--- src/rtl/uart_tx_fifo_pkg.sv ---
// rtl/uart_tx_fifo_pkg.sv - shared UART TX definitions: MMIO addresses, FSM states, defaults
package uart_tx_fifo_pkg;

  localparam logic [31:0] UART_DATA_ADDR   = 32'h1000_0000;
  localparam logic [31:0] UART_STATUS_ADDR = 32'h1000_0004;

  localparam int DEFAULT_CLK_HZ = 12000000;
  localparam int DEFAULT_BAUD   = 115200;
  localparam int DEFAULT_DEPTH  = 8;

  typedef enum logic [1:0] {
    UART_IDLE  = 2'd0,
    UART_START = 2'd1,
    UART_DATA  = 2'd2,
    UART_STOP  = 2'd3
  } uart_state_t;

endpackage

--- src/rtl/sync_fifo.sv ---
// rtl/sync_fifo.sv - synchronous FIFO with registered full/empty/level flags
module sync_fifo #(
  parameter int DEPTH = 8,
  parameter int WIDTH = 8,
  localparam int PW = $clog2(DEPTH),
  localparam int LW = $clog2(DEPTH) + 1
) (
  input  logic             clk,
  input  logic             rst,
  input  logic             push,
  input  logic [WIDTH-1:0] push_data,
  input  logic             pop,
  output logic [WIDTH-1:0] pop_data,
  output logic             full,
  output logic             empty,
  output logic [LW-1:0]    level
);

  logic [WIDTH-1:0] mem [DEPTH];
  logic [PW-1:0]    wr_ptr;
  logic [PW-1:0]    rd_ptr;
  logic             do_push;
  logic             do_pop;
  logic [LW-1:0]    level_next;

  // A push is taken when there is room, or when a pop frees a slot this cycle
  assign do_pop  = pop && !empty;
  assign do_push = push && (!full || do_pop);
  assign pop_data = mem[rd_ptr];

  // Occupancy after this cycle's push/pop
  always_comb begin
    level_next = level;
    if (do_push && !do_pop) begin
      level_next = level + LW'(1);
    end else if (!do_push && do_pop) begin
      level_next = level - LW'(1);
    end
  end

  // Storage array, no reset needed
  always_ff @(posedge clk) begin
    if (do_push) begin
      mem[wr_ptr] <= push_data;
    end
  end

  // Pointers wrap naturally at DEPTH; flags derived from the next level
  always_ff @(posedge clk or posedge rst) begin
    if (rst) begin
      wr_ptr <= '0;
      rd_ptr <= '0;
      level  <= '0;
      full   <= 1'b0;
      empty  <= 1'b1;
    end else begin
      if (do_push) wr_ptr <= wr_ptr + PW'(1);
      if (do_pop)  rd_ptr <= rd_ptr + PW'(1);
      level <= level_next;
      full  <= (level_next == LW'(DEPTH));
      empty <= (level_next == '0);
    end
  end

endmodule

--- src/rtl/uart_tx_fifo.sv ---
// rtl/uart_tx_fifo.sv - buffered 8N1 UART transmitter for the MMIO data register
module uart_tx_fifo
  import uart_tx_fifo_pkg::*;
#(
  parameter int CLK_HZ = DEFAULT_CLK_HZ,
  parameter int BAUD   = DEFAULT_BAUD,
  parameter int DEPTH  = DEFAULT_DEPTH,
  localparam int LW = $clog2(DEPTH) + 1
) (
  input  logic          clk,
  input  logic          rst,
  input  logic          wr_en,
  input  logic [7:0]    wr_data,
  output logic          full,
  output logic          empty,
  output logic [LW-1:0] level,
  output logic          busy,
  output logic          overflow,
  output logic          uart_txd
);

  localparam int CLKS_PER_BIT = CLK_HZ / BAUD;
  localparam int BW = (CLKS_PER_BIT > 2) ? $clog2(CLKS_PER_BIT) : 1;

  uart_state_t   state_q, state_d;
  logic [BW-1:0] baud_q, baud_d;
  logic [2:0]    bit_q, bit_d;
  logic [7:0]    shift_q, shift_d;
  logic          txd_d;
  logic          baud_last;
  logic          pop;
  logic          wr_ok;
  logic [7:0]    head;

  sync_fifo #(.DEPTH(DEPTH), .WIDTH(8)) u_fifo (
    .clk       (clk),
    .rst       (rst),
    .push      (wr_ok),
    .push_data (wr_data),
    .pop       (pop),
    .pop_data  (head),
    .full      (full),
    .empty     (empty),
    .level     (level)
  );

  // Writes into a full FIFO only survive if the serializer pops in the same cycle
  assign wr_ok     = wr_en && (!full || pop);
  assign baud_last = (baud_q == BW'(CLKS_PER_BIT - 1));
  assign busy      = (state_q != UART_IDLE) || !empty;

  // Next-state, counters and shift register; STOP chains straight into START when data waits
  always_comb begin
    state_d = state_q;
    baud_d  = baud_q;
    bit_d   = bit_q;
    shift_d = shift_q;
    pop     = 1'b0;
    case (state_q)
      UART_IDLE: begin
        if (!empty) begin
          pop     = 1'b1;
          shift_d = head;
          state_d = UART_START;
          baud_d  = '0;
          bit_d   = '0;
        end
      end
      UART_START: begin
        if (baud_last) begin
          state_d = UART_DATA;
          baud_d  = '0;
          bit_d   = '0;
        end else begin
          baud_d = baud_q + BW'(1);
        end
      end
      UART_DATA: begin
        if (baud_last) begin
          baud_d  = '0;
          shift_d = {1'b0, shift_q[7:1]};
          if (bit_q == 3'd7) begin
            state_d = UART_STOP;
          end else begin
            bit_d = bit_q + 3'd1;
          end
        end else begin
          baud_d = baud_q + BW'(1);
        end
      end
      UART_STOP: begin
        if (baud_last) begin
          baud_d = '0;
          if (!empty) begin
            pop     = 1'b1;
            shift_d = head;
            state_d = UART_START;
            bit_d   = '0;
          end else begin
            state_d = UART_IDLE;
          end
        end else begin
          baud_d = baud_q + BW'(1);
        end
      end
      default: state_d = UART_IDLE;
    endcase
  end

  // Line level follows the state being entered so uart_txd can be a flop
  always_comb begin
    txd_d = 1'b1;
    case (state_d)
      UART_START: txd_d = 1'b0;
      UART_DATA:  txd_d = shift_d[0];
      default:    txd_d = 1'b1;
    endcase
  end

  // Serializer registers and sticky overflow
  always_ff @(posedge clk or posedge rst) begin
    if (rst) begin
      state_q  <= UART_IDLE;
      baud_q   <= '0;
      bit_q    <= '0;
      shift_q  <= '0;
      uart_txd <= 1'b1;
      overflow <= 1'b0;
    end else begin
      state_q  <= state_d;
      baud_q   <= baud_d;
      bit_q    <= bit_d;
      shift_q  <= shift_d;
      uart_txd <= txd_d;
      if (wr_en && !wr_ok) overflow <= 1'b1;
    end
  end

endmodule
--- config.mk ---
export PLATFORM = sky130hd
export DESIGN_NAME = uart_tx_fifo
export DESIGN_NICKNAME = d
export VERILOG_FILES = /design/src/rtl/uart_tx_fifo_pkg.sv /design/src/rtl/sync_fifo.sv /design/src/rtl/uart_tx_fifo.sv
export SDC_FILE = /design/constraint.sdc
export NUM_CORES = 1
export LEC_CHECK = 0
export ABC_AREA = 1
export CAP_MARGIN = 10
export CORE_MARGIN = 5
export CORE_UTILIZATION = 44
export CTS_BUF_LIST = sky130_fd_sc_hd__clkbuf_16
export CTS_CLUSTER_SIZE = 8
export DETAILED_ROUTE_END_ITERATION = 8
export PLACE_DENSITY = 0.73
export REMOVE_ABC_BUFFERS = 1
export SYNTH_ARGS = -nofsm -noshare
export SYNTH_HDL_FRONTEND = slang
export SYNTH_SLANG_ARGS = --single-unit
--- constraint.sdc ---
create_clock -name clk -period 3.2 [get_ports clk]
set_input_delay 0.32 -clock clk [delete_from_list [all_inputs] [get_ports clk]]
set_output_delay 0.32 -clock clk [all_outputs]
set_load 0.03 [all_outputs]
==> impl_metrics.toml, run 1 <==
[placed_design]
port_buffers = 19
place.gp.congestion = 0.8738
hpwl_mm = 6.947
placed_cells = 596

[global_route]
track_usage = 0.1659
grt_overflow = 0
grt_pass1_vias = 3271
grt_antenna_before_repair = 0
grt_pass1_wl_mm = 16.39
grt_max_degree = 35

[worst_setup_path]
crit_fanout = 8
cp.required_ns = 3.18
endpoint_kind = "flip-flop"
arrival_ns = 2.79
crit_type = "reg2reg"
start_kind = "flip-flop"

[route]
wl_met2_mm = 4.834
drt_iter0_drc = 244
avgViaCountPerCell = 5.319
wl_met1_mm = 4.233
drc = 0
num_vias = 3250
routed-wl-met3_um = 549
top_layer = "met4"
routed_wl_mm = 9.867
wl_per_cell_um = 16.15
firstDrtPassIters = 5
ant_nets = 0

[die]
initial_utilization = 0.4445
io_pins = 20
die_x_um = 111.4
die-area_um2 = 12420
core_um2 = 10180
num_rows = 37
die_y_um = 111.4

[layout]
instances_no_fill = 611
num-nets-final = 494
final_layout_size_suffix_gt1_frac = 0.06947
syn_to_final_growth_pct = 13.43
diodes = 0

[clock_network]
postCtsSetupRepairBufs = 0
clk_latency_ns = 0.34
cts_resized = 0
ctsHoldBuffers = 0
clock_sinks = 98
cts_tree = "yes"
cts_root_buf = "clkbuf_16"
htree_num_levels = 3
clk_path_buf_depth = 2
clk_pin_slew_ns = 0.06
cts_buffers = 9

[yosys]
synthArstFlopShare = 0.3469
synth_edf_count = 64
ys_types = 36
synth-seq-cells = 98
synth_cells = 446
synthesis.area_um2 = 4527
avgSynthCellArea_um2 = 10.15
seq_area_frac_synth = 0.6130
ys.flop_type = "edfxtp_1"
yosysWarnings = 0

[flow_run]
max-cap-violations = 0

[sta]
min_period_over_period = 0.8775
rsz0062_at_grt = "false"
finalSetupViolCount = 0
hold_viol = 0
maxSlewHeadroom = 0.4302
slew_viol_final = 0
timing.fmax_ghz = 0.3561
setup_tns_ns = 0
clock_skew_ns = 0.007537
min_period_ns = 2.808
tightest_slew_ns = 0.8537

[power]
p_per_area_nw_per_um2 = 855.1
peakVddDrop_uv = 512.4
p_leak_nw = 2.108

[status]
status = "complete, no violations"

[hold_path]
min_path_type = "in2async"
## final cells by class
cell class / count / area (µm²)
fillers: 928 / 5050
flip-flops and latches: 98 / 2775
multi-input cells: 299 / 1550
repair buffers: 25 / 235.2
clock buffers: 9 / 225.2
well taps: 136 / 170.2
inverters: 38 / 142.6
clock inverters: 6 / 36.28
## power breakdown
group,internal [mW],switching (mW),total [mW]
sequential,1.62,0.197,1.82
combinational,0.529,1.08,1.61
clock,0.518,0.447,0.965
## worst paths after layout
kind / endpoint / startpoint / slack [ns] / cells after the start
hold reg to reg: shift_q[0] / shift_q[0] / 0.48 / 2
setup reg to reg: u_fifo.mem[0][7] / state_q[1] / 0.39 / 9
min in group clk: shift_q[0] / shift_q[0] / 0.48 / 2
hold / removal: u_fifo.wr_ptr[2] / rst / 0.36 / 3
max in group asynchronous: uart_txd / rst / 2.50 / 3
setup / recovery: u_fifo.mem[0][7] / state_q[1] / 0.39 / 9
## Yosys cell counts (3+ instances only)
master	number	area [µm²]
nand3_4	3	52.55
edfxtp_1	64	1922
a21oi_1	4	20.02
xor2_1	10	87.58
o221ai_1	3	26.28
clkbuf_1	4	15.01
inv_1	36	135.1
nand2_1	109	409.1
o211ai_1	3	22.52
ha_1	12	150.1
buf_2	5	25.02
o21ai_0	42	210.2
nand3_1	21	105.1
nor2_1	58	217.7
dfrtp_1	32	800.8
o22ai_1	14	87.58
nand4_1	3	18.77
## through the flow
stage	instance area [µm²]	setup slack (ns)	hold WS, ns	total power, mW	utilization
after detailed placement	4873	0.3664	0.4680	3.437	0.4785
after global routing	5135	0.1788	0.4282	4.680	0.5042
after CTS	5135	0.3605	0.3831	4.412	0.5042
after global placement	4873	0.5537	0.4708	3.387	0.4785
final	5135	0.3920	0.3647	4.391	0.5042
after floorplan	4468	0.7599	0.4189	2.876	-
## metal layers
metal / vias to the layer above / track usage
met4: 0 / 0.07786
li1: 1564 / -
met3: 16 / 0.02446
met5: - / 0
met2: 109 / 0.2706
met1: 1561 / 0.2192
## cell families after synthesis
family,share of synthesized area
flops,0.6130
mux,0.002487
buf+inv,0.04450
compound gates,0.09895
simple gates,0.1885
xor+xnor,0.01935
fa+ha+maj,0.03317
## placed cells by master, fill, tap and decap left out, types with 4 or more instances in the layout
cell / n
nand2_1: 109
o21ai_0: 42
clkdlybuf4s50_1: 19
nand3_1: 21
ha_1: 12
edfxtp_1: 64
a21oi_1: 4
xor2_1: 10
dfrtp_1: 32
inv_1: 39
clkbuf_16: 9
buf_4: 6
nor2_1: 58
o22ai_1: 14
## registers in the layout, indices dropped and copies added, names as in the netlist
signal         cells
u_fifo.full        1
u_fifo.mem        64
u_fifo.rd_ptr      3
u_fifo.empty       1
overflow           1
u_fifo.level       4
u_fifo.wr_ptr      3
uart_txd           1
state_q            2
bit_q              3
baud_q             7
shift_q            8
## worst max-delay path, stage by stage (launching register included)
cell and delay, ns:
dfrtp_1 0.46, inv_1 0.15, ha_1 0.32, inv_1 0.14, nand2_1 0.20, nand3_4 0.16, a21oi_4 0.21, inv_2 0.05
or2_4 0.25, nor2_1 0.50
Note: power is estimated with default switching activity, not from simulation.
==> inputs of run 2 (changes only) <==
- PLACE_DENSITY: 0.73 -> 0.75
- RECOVER_POWER: default -> 100
- clock period: 3.2 -> 2.55 ns (I/O delays scaled with it)
==> run 2 against run 1 <==
The flow now finishes with violations (max-capacitance violations, max-slew violations). Critical path depth decreased by 4. Largest power group unchanged. Final area is 1.0% higher. Count of clock-buffer cells in the layout did not move. Routed wire length is 1.3% lower. Cell count rose by 1.1%. Clock power is 41% higher.
==> impl_metrics.toml, run 2 (synthesis results as in run 1) <==
[worst_setup_path]
r2r_start = "state_q[1]"
start_kind = "flip-flop"
r2r_setup_slack_ns = 0.14
arrival_ns = 2.15
reg2regPathDepth = 10
reg2reg_to = "u_fifo.mem[2][5]"
crit_fanout = 7
crit_type = "reg2out"
cp.required_ns = 2.30
endpoint_kind = "primary output"

[clock_network]
cts_tree = "yes"
ctsHoldBuffers = 0
cts_root_buf = "clkbuf_16"
htree_num_levels = 3
clk_pin_slew_ns = 0.07
clock_sinks = 98
clk_latency_ns = 0.34
cts_resized = 0
cts_buffers = 9
postCtsSetupRepairBufs = 0
clk_path_buf_depth = 2

[layout]
final_layout_size_suffix_gt1_frac = 0.07884
largest_reg_flops = 64
num-nets-final = 500
final_common_cell = "nand2_1"
syn_to_final_growth_pct = 14.57
diodes = 0
top_register = "u_fifo.mem"
mostFrequentLayoutCells = "nand2_1, edfxtp_1, nor2_1"
top_regs = "u_fifo.mem (64), shift_q (8), baud_q (7)"
fillerInstances = 929

[global_route]
grt_pass1_vias = 3172
grt_antenna_before_repair = 0
grt_pass1_wl_mm = 15.84
grt_max_degree = 35
grt_overflow = 0
track_usage = 0.1624

[sta]
timing.fmax_ghz = 0.4151
slew_viol_final = 35
setup_tns_ns = 0
finalSetupViolCount = 0
tightest_slew_ns = 1.857
min_period_over_period = 0.9447
clock_skew_ns = 0.004168
min_period_ns = 2.409
hold_viol = 0
maxSlewHeadroom = -0.2379
rsz0062_at_grt = "false"

[status]
status = "complete, but fails checks"
violations = "max-capacitance violations, max-slew violations"

[hold_path]
holdPathEnd = "shift_q[0]"
min_path_type = "reg2reg"
hp-start = "shift_q[0]"
min_path_cells = 2

[power]
p_total_mw = 5.616
p_per_area_nw_per_um2 = 1083
peakVddDrop_uv = 576.4
p_leak_nw = 2.150

[route]
routed_wl_mm = 9.739
avgViaCountPerCell = 5.207
ant_nets = 0
wl_per_cell_um = 15.76
drt_iter0_drc = 191
num_vias = 3218
firstDrtPassIters = 4
drc = 0

[placed_design]
port_buffers = 19
place.gp.congestion = 0.9570
hpwl_mm = 6.894

[die]
die_y_um = 111.4
num_rows = 37
die_x_um = 111.4
die-area_um2 = 12420
core_um2 = 10180
initial_utilization = 0.4445
io_pins = 20

[flow_run]
max-cap-violations = 1
==> run 2: cell count changes in the layout (fill, tap and decap cells not counted), sizes merged <==
cell,delta
dlygate4sd3,+17
bufinv,+1
clkbuf,+9
clkdlybuf4s50,-17
buf,-3
clkinv,-1
clkinvlp,+1
==> run 2: worst max-delay path by stage <==
stage / end / cells after the start / startpoint
global route: baud_q[1] / 3 / rst
finish: busy / 5 / state_q[1]
global placement: u_fifo.mem[4][2] / 9 / state_q[1]
detailed placement: u_fifo.mem[2][6] / 9 / state_q[1]
floorplan: u_fifo.mem[4][0] / 9 / state_q[1]
CTS: u_fifo.mem[0][3] / 9 / state_q[1]
==> run 2: critical path: stages (launching register included) <==
cell and delay [ns]:
dfrtp_1 0.45, inv_1 0.13, ha_1 0.22, buf_4 0.16
nand2_1 0.16, clkdlybuf4s50_1 0.70
==> run 2: power breakdown <==
part,switching (mW),internal [mW]
registers,0.251,2.03
logic,1.33,0.647
clock network,0.587,0.770
total,2.17,3.45
==> run 2: per-layer routing <==
layer  share of wire  GRT usage  vias to the layer above
met1            0.44     0.2127                     1540
li1                -          -                     1575
met2            0.50     0.2670                       84
met3           0.037    0.03587                       19
met5               0          0                        -
met4           0.025    0.05921                        0
==> run 2: through the flow <==
stage / hold slack [ns] / cells / worst slack, ns / area, µm² / util
2_1_floorplan: 0.3539 / 435 / 0.1099 / 4468 / -
3_3_place_gp: 0.4737 / 602 / 0.2305 / 4918 / 0.4829
3_5_place_dp: 0.4759 / 602 / 0.1451 / 4918 / 0.4829
4_1_cts: 0.3146 / 618 / 0.1259 / 5221 / 0.5127
5_1_grt: 0.5127 / 618 / 0.01170 / 5186 / 0.5092
6_report: 0.4834 / 618 / 0.1411 / 5186 / 0.5092
==> run 2: final cells by class <==
| cell class | instances | area (µm²) | share of cell area |
|---|---|---|---|
| Sequential cell | 98 | 2775 | 0.5351 |
| Multi-Input combinational cell | 299 | 1536 | 0.2963 |
| Timing Repair Buffer | 31 | 259.0 | 0.04994 |
| Clock buffer | 9 | 225.2 | 0.04343 |
| Tap cell | 136 | 170.2 | 0.03281 |
| Inverter | 38 | 142.6 | 0.02750 |
| Clock inverter | 7 | 77.57 | 0.01496 |
==> inputs of run 3 (changes only) <==
- RECOVER_POWER: 100 -> default
==> run 3 against run 2 <==
The flow now finishes without violations. Sequential share of layout area is 0.38 points lower. Hold slack worse by 0.17 ns. Die area stayed put. Count of clock-buffer cells in the layout stayed put. Cell count stayed put. Sequential cell count stayed put. Routed wire length is 0.17% higher. Register-to-register slack better by 0.06 ns. Setup slack worse by 0.021 ns. Via count is 0.47% higher.
==> impl_metrics.toml, run 3 (synthesis results as in run 1) <==
[layout]
diodes = 0
mostFrequentLayoutCells = "nand2_1, edfxtp_1, nor2_1"
num-nets-final = 500
top_regs = "u_fifo.mem (64), shift_q (8), baud_q (7)"
fillerInstances = 924
largest_reg_flops = 64
final_common_cell = "nand2_1"
syn_to_final_growth_pct = 15.40
seq_area_um2 = 2775
final_layout_size_suffix_gt1_frac = 0.08921
top_register = "u_fifo.mem"
instances_no_fill = 618
multi_input_area_um2 = 1553

[die]
initial_utilization = 0.4445
core_um2 = 10180
num_rows = 37
die_x_um = 111.4
die_y_um = 111.4
die-area_um2 = 12420
io_pins = 20

[power]
switching_share = 0.3849
p_per_area_nw_per_um2 = 1086
seqPwrFrac = 0.402
power.share.combinational = 0.357
p_clk_frac = 0.240
p_total_mw = 5.674
power.net_switching_mw = 2.184
p_leak_nw = 2.150
peakVddDrop_uv = 599.0
p_int_mw = 3.490

[sta]
slew_viol_final = 0
clock_skew_ns = 0.005269
min_period_ns = 2.430
min_period_over_period = 0.9528
maxSlewHeadroom = 0.4600
hold_ws_ns = 0.3111
hold_viol = 0
finalSetupViolCount = 0
timing.fmax_ghz = 0.4116
setup_tns_ns = 0
rsz0062_at_grt = "false"
tightest_slew_ns = 0.8091

[clock_network]
clk_latency_ns = 0.34
cts_root_buf = "clkbuf_16"
postCtsSetupRepairBufs = 0
clock_sinks = 98
clk_path_buf_depth = 2
clk_pin_slew_ns = 0.07
htree_num_levels = 3
cts_buffers = 9
ctsHoldBuffers = 0
cts_tree = "yes"

[worst_setup_path]
crit_family = "buffers and inverters"
cp_slowest_cell = "clkdlybuf4s50_1"
start_kind = "flip-flop"
cp.required_ns = 2.30
reg2reg_to = "u_fifo.mem[0][7]"
reg2regPathDepth = 10
crit_chain = "inv_1 > ha_1 > buf_4 > nand2_1 > clkdlybuf4s50_1"
r2r_start = "state_q[0]"
path_buf_inv = 3
cp.depth = 5
r2r_setup_slack_ns = 0.20
crit_fanout = 7
slowest_delay_ns = 0.70
crit_type = "reg2out"
endpoint_kind = "primary output"
arrival_ns = 2.17

[global_route]
grt_antenna_before_repair = 0
grt_pass1_vias = 3172
track_usage = 0.1624
grt_max_degree = 35
grt_pass1_wl_mm = 15.84
grt_overflow = 0

[route]
drt_iter0_drc = 222
num_vias = 3233
ant_nets = 0
routed_wl_mm = 9.756
drc = 0
firstDrtPassIters = 5
wl_per_cell_um = 15.79
avgViaCountPerCell = 5.231

[hold_path]
min_path_type = "in2async"

[placed_design]
port_buffers = 19
hpwl_mm = 6.894
place.gp.congestion = 0.9570
placed_cells = 602

[flow_run]
max-cap-violations = 0

[status]
status = "complete, no violations"
==> run 3: changes by cell type in the layout (fill, tap and decap cells not counted), moves of 2 or more <==
| cell | before | now |
|---|---|---|
| inv_2 | 0 | 2 |
| dlygate4sd3_1 | 17 | 0 |
| buf_4 | 3 | 12 |
| inv_1 | 39 | 37 |
| clkbuf_2 | 7 | 0 |
| clkdlybuf4s50_1 | 2 | 19 |
==> run 3: area by class of cell <==
type,count,share of cell area
Clock buffer,9,0.04311
Tap cell,136,0.03257
Timing Repair Buffer,31,0.05365
Inverter,38,0.02731
Sequential cell,98,0.5313
Clock inverter,7,0.01485
Multi-Input combinational cell,299,0.2972
==> run 3: through the flow <==
step	worst slack [ns]	cell area [µm²]	util
3_5_place_dp	0.1451	4918	0.4829
6_report	0.1203	5224	0.5129
3_3_place_gp	0.2305	4918	0.4829
2_1_floorplan	0.1099	4468	-
4_1_cts	0.1259	5221	0.5127
5_1_grt	0.02107	5224	0.5129
==> run 3: worst max path at each step <==
stage               start                to  slack (ns)
2_1_floorplan  state_q[1]  u_fifo.mem[4][0]        0.11
3_3_place_gp   state_q[1]  u_fifo.mem[4][2]        0.23
3_5_place_dp   state_q[1]  u_fifo.mem[2][6]        0.15
4_1_cts        state_q[1]  u_fifo.mem[0][3]        0.13
5_1_grt        state_q[1]              busy        0.02
6_report       state_q[1]              busy        0.12
==> run 3: worst reg2reg max path: stages, from the launching register on <==
cell     delay, ns
dfrtp_1       0.42
inv_1         0.18
ha_1          0.21
inv_1         0.09
nand2_1       0.19
nand3_4       0.16
a21oi_4       0.21
inv_2         0.06
or2_4         0.26
nor2_1        0.10
buf_4         0.18
==> run 3: repair_timing <==
action / CTS / global route
gates resized for setup: 0 / 1
hold endpoints to repair: 0 / 0
endpoints found under the setup margin: 0 / 16
==> run 3: per-layer routing <==
metal | wire, µm | track usage | vias to the layer above
met4 | 251 | 0.05921 | 0
met5 | 0 | 0 | -
li1 | - | - | 1573
met1 | 4208 | 0.2127 | 1531
met3 | 476 | 0.03587 | 21
met2 | 4821 | 0.2670 | 108
==> run 3: power groups by stage <==
stage | registers (mW) | clock network, mW | logic, mW
global route | 2.32 | 1.46 | 2.27
global placement | 2.29 | 0 | 1.96
finish | 2.28 | 1.36 | 2.03
CTS | 2.28 | 1.38 | 2.02
detailed placement | 2.31 | 0 | 2.01
floorplan | 2.39 | 0 | 1.22
